File: config.mk
export PLATFORM = sky130hd
export DESIGN_NAME = serial_adder
export DESIGN_NICKNAME = d
export VERILOG_FILES = /design/src/rtl/serial_adder_pkg.sv /design/src/rtl/full_adder.sv /design/src/rtl/serial_adder.sv
export SDC_FILE = /design/constraint.sdc
export NUM_CORES = 1
export LEC_CHECK = 0
export ABC_AREA = 1
export BUFFER_PORTS_ARGS = -buffer_cell sky130_fd_sc_hd__buf_2
export CAP_MARGIN = 20
export CORE_MARGIN = 10
export CORE_UTILIZATION = 49
export DETAILED_ROUTE_END_ITERATION = 10
export PLACE_DENSITY = 0.84
export SLEW_MARGIN = 40
export SYNTH_ARGS = -nofsm -noshare
export SYNTH_HDL_FRONTEND = slang
export SYNTH_HIERARCHICAL = 1
export SYNTH_SLANG_ARGS = --single-unit
export TNS_END_PERCENT = 30
File: constraint.sdc
create_clock -name clk -period 1.33 [get_ports clk]
set_input_delay 0.133 -clock clk [delete_from_list [all_inputs] [get_ports clk]]
set_output_delay 0.133 -clock clk [all_outputs]
set_load 0.005 [all_outputs]
File: src/rtl/serial_adder_pkg.sv
// serial_adder_pkg: shared FSM encodings and defaults for the serial arithmetic stages
package serial_adder_pkg;
    localparam int DEFAULT_WIDTH = 8;
    typedef enum logic [1:0] {
        IDLE = 2'b00,
        RUN  = 2'b01,
        DONE = 2'b10
    } state_t;
    function automatic int cnt_width(input int w);
        return (w > 1) ? $clog2(w) : 1;
    endfunction
endpackage

File: src/rtl/full_adder.sv
// full_adder: one-bit full adder cell
module full_adder (
    input  logic a,
    input  logic b,
    input  logic cin,
    output logic sum,
    output logic carry
);
    assign sum   = a ^ b ^ cin;
    assign carry = (a & b) | (cin & (a ^ b));
endmodule

File: src/rtl/serial_adder.sv
// serial_adder: bit-serial WIDTH-bit adder, LSB first through one full_adder
module serial_adder
    import serial_adder_pkg::*;
#(
    parameter int WIDTH = DEFAULT_WIDTH
) (
    input  logic             clk,
    input  logic             rst,
    input  logic             start,
    input  logic [WIDTH-1:0] a,
    input  logic [WIDTH-1:0] b,
    input  logic             cin,
    output logic             ready,
    output logic             busy,
    output logic             done,
    output logic [WIDTH-1:0] sum,
    output logic             carry
);
    localparam int CW = cnt_width(WIDTH);
    state_t           state;
    logic [WIDTH-1:0] ra, rb, rs, next_s;
    logic             rc, fa_sum, fa_carry;
    logic [CW-1:0]    cnt;
    full_adder u_fa (
        .a    (ra[0]),
        .b    (rb[0]),
        .cin  (rc),
        .sum  (fa_sum),
        .carry(fa_carry)
    );
    // new bit enters at the MSB so the LSB-first stream lands in place after WIDTH shifts
    assign next_s = (rs >> 1) | (WIDTH'(fa_sum) << (WIDTH - 1));
    always_ff @(posedge clk or posedge rst) begin
        if (rst) begin
            state <= IDLE;
            ra    <= '0;
            rb    <= '0;
            rs    <= '0;
            rc    <= 1'b0;
            cnt   <= '0;
            sum   <= '0;
            carry <= 1'b0;
            ready <= 1'b1;
            busy  <= 1'b0;
            done  <= 1'b0;
        end else begin
            done <= 1'b0;
            case (state)
                RUN: begin
                    ra  <= ra >> 1;
                    rb  <= rb >> 1;
                    rs  <= next_s;
                    rc  <= fa_carry;
                    cnt <= cnt + CW'(1);
                    if (cnt == CW'(WIDTH - 1)) begin
                        sum   <= next_s;
                        carry <= fa_carry;
                        state <= DONE;
                        done  <= 1'b1;
                        busy  <= 1'b0;
                        ready <= 1'b1;
                    end
                end
                default: begin
                    if (start) begin
                        state <= RUN;
                        ra    <= a;
                        rb    <= b;
                        rc    <= cin;
                        cnt   <= '0;
                        busy  <= 1'b1;
                        ready <= 1'b0;
                    end else begin
                        state <= IDLE;
                        ready <= 1'b1;
                    end
                end
            endcase
        end
    end
endmodule

==> results.toml, run 1 <==
[grt]
grt_pass1_vias = 1438
antenna_found_initial = 0
grt_use_total_pct = 11.7
grt_first_pass_wirelength_um = 6190
grt_max_degree = 42
grt-ovfl-total = 0

[clocking]
postCtsSetupBuffers = 0
numCtsBuffers = 5
clock_latency_ns = 0.33
cts_tree = "built"
htreeDepth = 2
cts-root-buf = "clkbuf_4"
clockBufferDepth = 2
cts.reportedPaths.clkPinSlew_ns = 0.13
cts_sinks = 41

[sta]
period_share_pct = 93.2
fin_tns_setup_ns = 0
setup_viol = 0
worst_slew_pin_slew_ns = 0.266
hold_violations = 0
period_needed_ns = 1.24
relSlewSlack_pct = 82.3
rsz0062_at_grt = "false"
report.final.slew_viol_count = 0
fmax_mhz = 807
skew_ns = 0.0172

[floorplan]
ios = 32
start_util_pct = 51.8
die_x_um = 80.1
die_area_um2 = 6410
fp.dieH_um = 80.1
core_um2 = 3420
fp-row-count = 21

[placed_design]
place_area_um2 = 1980
portBuffers = 31
post-dp-hpwl_um = 2440
globalplace.congestion = 0.774

[power]
pwr_density_cell_nw_per_um2 = 2050
vdd_drop_max_v = 0.000962
finalPower_w = 0.00421
p_leak_nw = 1.11

[synth]
synth.top_cells.by_count = "nand2_1 (68), nand3_1 (53), dfrtp_1 (40)"
ys_ff_latch = 41
synth_cell_types = 17
ys_seq_area_share_pct = 58.1
syn_inst = 194
synth_warnings = 6
netlist.top_cell.by_area = "dfrtp_1"
synth_flop_cell = "dfrtp_1"
synth.top_cell.area_share_pct = 56.6
synth.avg_cell_area_um2 = 9.11
synth.most_common_cell = "nand2_1"
syn_nets = 217
async_flop_share_pct = 100
syn-cell-area_um2 = 1770
synth_edf_count = 0
synthTopCellsByArea = "dfrtp_1 (57%), nand3_1 (15%), nand2_1 (14%)"

[detailed_routing]
vias = 1389
drc_errors = 0
routed_wl_um = 3480
dr.pass1.iters = 4
via_per_inst = 5.00
drt-initial-drc-count = 141
drtAntennaViolNets = 0
wire_per_inst_um = 12.5

[final_layout]
fillers = 278
num_antenna_cells = 0
final_area_um2 = 2050
nets = 254
drive_above_1_share_pct = 23.7
syn_to_final_growth_pct = 16.2

[setup_path]
crit_required_ns = 1.60
crit_type = "reg -> reg"
critPathMaxFanout = 2
reg2reg_slack_ns = 0.09
end_kind = "flip-flop"
cp-start-kind = "flip-flop"
worst_ep_arrival_time_ns = 1.51

[flow_run]
maxCapViolCount = 0

[status]
status = "finished clean"

[worst_hold_path]
holdCritPathClass = "in -> reg"
## cell type report
| cell class | count | area, um2 | area share, % |
|---|---|---|---|
| multi-input combinational | 134 | 639 | 31.1 |
| inverter | 7 | 26.3 | 1.28 |
| tap | 46 | 57.6 | 2.80 |
| clock buffer | 6 | 41.3 | 2.01 |
| timing repair buffer | 42 | 253 | 12.3 |
| sequential | 41 | 1030 | 50.0 |
| clock inverter | 2 | 10.0 | 0.487 |
## cell usage in the layout (no fill, tap or decap)
cell           instances
nand2_4                2
fa_1                   1
clkbuf_1               1
ha_1                   2
nand2_1               68
o21ai_0                4
a21oi_1                1
nor2_4                 2
dfrtp_1               40
buf_2                 31
inv_2                  2
clkbuf_4               5
nor2_1                 1
dlygate4sd3_1          1
buf_4                  9
buf_12                 1
dfstp_2                1
nand3_1               53
clkinv_2               2
inv_1                  5
## layer usage
metal,wire length (um),part of all wire (%),GRT usage [%],vias up
met5,0,0,0,-
met4,71,2.0,5.63,0
met3,131,3.8,3.01,6
met2,1750,50,19.6,20
met1,1530,44,13.5,664
li1,-,-,-,699
## flip-flops by register name (all words and copies together), names as in the netlist
signal / flops
busy: 1
carry: 1
cnt: 3
done: 1
ra: 8
rb: 8
rc: 1
ready: 1
rs: 7
state: 2
sum: 8
## report_power, final
group | switching (W) | leakage, nW | internal, W | total [W]
combinational | 0.000926 | 0.555 | 0.000659 | 0.00159
clock | 0.000370 | 0.0320 | 0.000202 | 0.000572
sequential | 0.000294 | 0.521 | 0.00176 | 0.00206
total | 0.00159 | 1.11 | 0.00263 | 0.00421
## worst max-delay path, stage by stage, from the launching register on
cell and delay (ns):
dfrtp_1 0.42, fa_1 0.60, nand2_1 0.08, nand2_1 0.07
## metrics by stage
stage / worst slack (ns) / util [%] / cells / hold slack (ns)
3_5_place_dp: -0.219 / 58.0 / 269 / 0.203
4_1_cts: 0.0208 / 60.0 / 278 / 0.0234
6_report: 0.0908 / 60.1 / 278 / 0.0222
5_1_grt: 0.00148 / 60.1 / 278 / 0.0200
2_1_floorplan: 0.0936 / - / 194 / 0.279
3_3_place_gp: -0.113 / 58.0 / 269 / 0.199
## path summary, 6_finish.rpt
check,startpoint,to,cells past startpoint
max,ra[0],sum[7],3
min,a[3],ra[3],3
max reg2reg,ra[0],sum[7],3
min reg2reg,sum[6],sum[6],2
max in group asynchronous,rst,ready,4
min in group asynchronous,rst,ra[2],4
## cells by family (layout without fill, tap and decap cells)
kind of cell / after synthesis / after routing / synth area share [%]
fa+ha+maj: 3 / 3 / 2.55
simple gates: 126 / 126 / 31.5
flops: 41 / 41 / 58.1
compound gates: 5 / 5 / 1.42
buf+inv: 19 / 57 / 6.44
## repair_timing
action | CTS | global route
hold buffers | 1 | 0
setup endpoints to repair | 11 | 10
gates resized for setup | 2 | 1
endpoints found under the hold margin | 40 | 0
pin swaps | 0 | 1
Note: power is estimated with default switching activity, not from simulation.
==> run 2: changes to the inputs <==
--- a/config.mk
+++ b/config.mk
@@ -9,9 +9,9 @@
 export BUFFER_PORTS_ARGS = -buffer_cell sky130_fd_sc_hd__buf_2
 export CAP_MARGIN = 20
 export CORE_MARGIN = 10
-export CORE_UTILIZATION = 49
+export CORE_UTILIZATION = 40
 export DETAILED_ROUTE_END_ITERATION = 10
-export PLACE_DENSITY = 0.84
+export PLACE_DENSITY = 0.73
 export SLEW_MARGIN = 40
 export SYNTH_ARGS = -nofsm -noshare
 export SYNTH_HDL_FRONTEND = slang
==> run 2 against run 1 <==
First-iteration DRC count shrank 31%. Via count grew 2.1%. Clock power grew 49%. Routed wire length grew 9.1%. Sequential power is essentially flat. Global-route usage shrank 0.58 points. Sequential cell count is the same. Register-to-register slack is essentially flat.
==> results.toml, run 2 (same netlist as run 1, synthesis figures left out) <==
[setup_path]
r2r_start = "cnt[0]"
reg2reg_depth = 6
crit_family = "adder cells"
crit_required_ns = 1.57
crit_chain = "ha_1 > ha_1 > buf_4 > nand2_8 > nand2_1 > nand2_1"
cp-start-kind = "flip-flop"
critPathMaxFanout = 10
crit_type = "reg -> reg"
r2r_end = "sum[7]"
crit_slowest_cell = "dfrtp_1"
crit_path_max_incr_delay_ns = 0.39
reg2reg_slack_ns = 0.09
timing.critical_path.buf_inv = 1
worst_ep_arrival_time_ns = 1.48
crit_cells = 6
end_kind = "flip-flop"

[power]
p_seq_share_pct = 45.8
vdd_drop_max_v = 0.000864
internal_power_w = 0.00285
finalPower_w = 0.00453
p_comb_share_pct = 35.4
pwr_density_cell_nw_per_um2 = 2150
p_leak_nw = 1.11
swShare_pct = 37.1
p_sw_w = 0.00168
clkPwrFrac_pct = 18.8

[sta]
fin_tns_setup_ns = 0
skew_ns = 0.00719
period_needed_ns = 1.24
fmax_mhz = 807
setup_viol = 0
hold_violations = 0
period_share_pct = 93.1
worst_slew_pin_slew_ns = 0.343
worst_slack_ns = 0.0912
rsz0062_at_grt = "false"
report.final.slew_viol_count = 0
relSlewSlack_pct = 77.1

[clocking]
clockBufferDepth = 2
cts_tree = "built"
cts_sinks = 41
numCtsBuffers = 5
clock_latency_ns = 0.30
htreeDepth = 2
cts-root-buf = "clkbuf_8"
cts.reportedPaths.clkPinSlew_ns = 0.08

[worst_hold_path]
holdCritPathClass = "in -> reg"
hold-path-cell-count = 3
hp-start = "b[7]"
hold_end = "rb[7]"

[grt]
grt_first_pass_wirelength_um = 6710
grt-ovfl-total = 0
grt_pass1_vias = 1447
grt_max_degree = 43
antenna_found_initial = 0
grt_use_total_pct = 11.1

[detailed_routing]
via_per_inst = 4.99
drtAntennaViolNets = 0
routed_wl_um = 3800
vias = 1418
drc_errors = 0
dr.pass1.iters = 5
drt-initial-drc-count = 97
wire_per_inst_um = 13.4

[status]
status = "finished clean"

[placed_design]
portBuffers = 31
pre_cts_ws_ns = -0.210
post-dp-hpwl_um = 2540
globalplace.congestion = 0.715

[floorplan]
fp.dieH_um = 86.5
ios = 32
core_um2 = 4320
die_x_um = 86.5
die_area_um2 = 7480
fp-row-count = 24
start_util_pct = 40.9

[flow_run]
maxCapViolCount = 0

[final_layout]
multi_input_area_um2 = 648
final_cell_mix = "nand2_1 (68), nand3_1 (53), dfrtp_1 (40)"
reg_top3 = "ra: 8 flops, rb: 8 flops, sum: 8 flops"
drive_above_1_share_pct = 23.7
num_antenna_cells = 0
fillers = 461
final_common_cell = "nand2_1"
nets = 254
syn_to_final_growth_pct = 19.0
area.sequential_um2 = 1030
final_util_pct = 48.7
==> run 2: worst register-to-register path, delay by kind of cell, from the launching register on <==
kind,cells,cell delay (ns)
buffers and inverters,1,0.16
adders and majority gates,2,0.40
and+or+nand+nor,3,0.24
DFF,1,0.39
==> run 2: stage by stage <==
step | instance area (um2) | cells | hold slack, ns
after floorplan | 1770 | 194 | 0.279
after global placement | 1980 | 275 | 0.161
after detailed placement | 1980 | 275 | 0.167
after CTS | 2090 | 284 | 0.0607
after global routing | 2100 | 284 | 0.0792
final | 2100 | 284 | 0.0706
==> run 2: what timing repair did <==
| item | in CTS | in global routing |
|---|---|---|
| setup buffers | 0 | 0 |
| gates resized for setup | 3 | 2 |
| endpoints found under the setup margin | 11 | 5 |
| endpoints found under the hold margin | 40 | 0 |
| hold buffers | 1 | 0 |
| pin swaps | 0 | 1 |
==> run 2: final cells by class <==
cell class | count | share of cell area [%]
repair buffers | 42 | 11.6
flip-flops and latches | 41 | 48.8
inverters | 7 | 1.25
multi-input cells | 134 | 30.8
well taps | 52 | 3.09
clock buffers | 7 | 4.10
clock inverters | 1 | 0.357
==> run 2: metal layers <==
layer	global-route usage, %	vias to the layer above	part of all wire, %
met5	0	-	0
met4	4.86	0	1.2
met3	4.32	5	7.2
met2	17.4	32	48
met1	13.1	679	43
li1	-	702	-
==> run 2: power groups by stage <==
| stage | Clock (W) | Combinational, W | Sequential [W] |
|---|---|---|---|
| 2_1_floorplan | 0 | 0.00115 | 0.00205 |
| 5_1_grt | 0.000929 | 0.00188 | 0.00214 |
| 3_5_place_dp | 0 | 0.00156 | 0.00210 |
| 6_report | 0.000851 | 0.00160 | 0.00207 |
| 4_1_cts | 0.000871 | 0.00160 | 0.00208 |
| 3_3_place_gp | 0 | 0.00151 | 0.00207 |
==> run 2: how the worst max path moves through the flow <==
stage / start / endpoint
2_1_floorplan: cnt[0] / sum[1]
5_1_grt: cnt[0] / sum[7]
3_3_place_gp: cnt[0] / sum[5]
4_1_cts: cnt[0] / sum[7]
3_5_place_dp: cnt[0] / sum[6]
6_report: cnt[0] / sum[7]
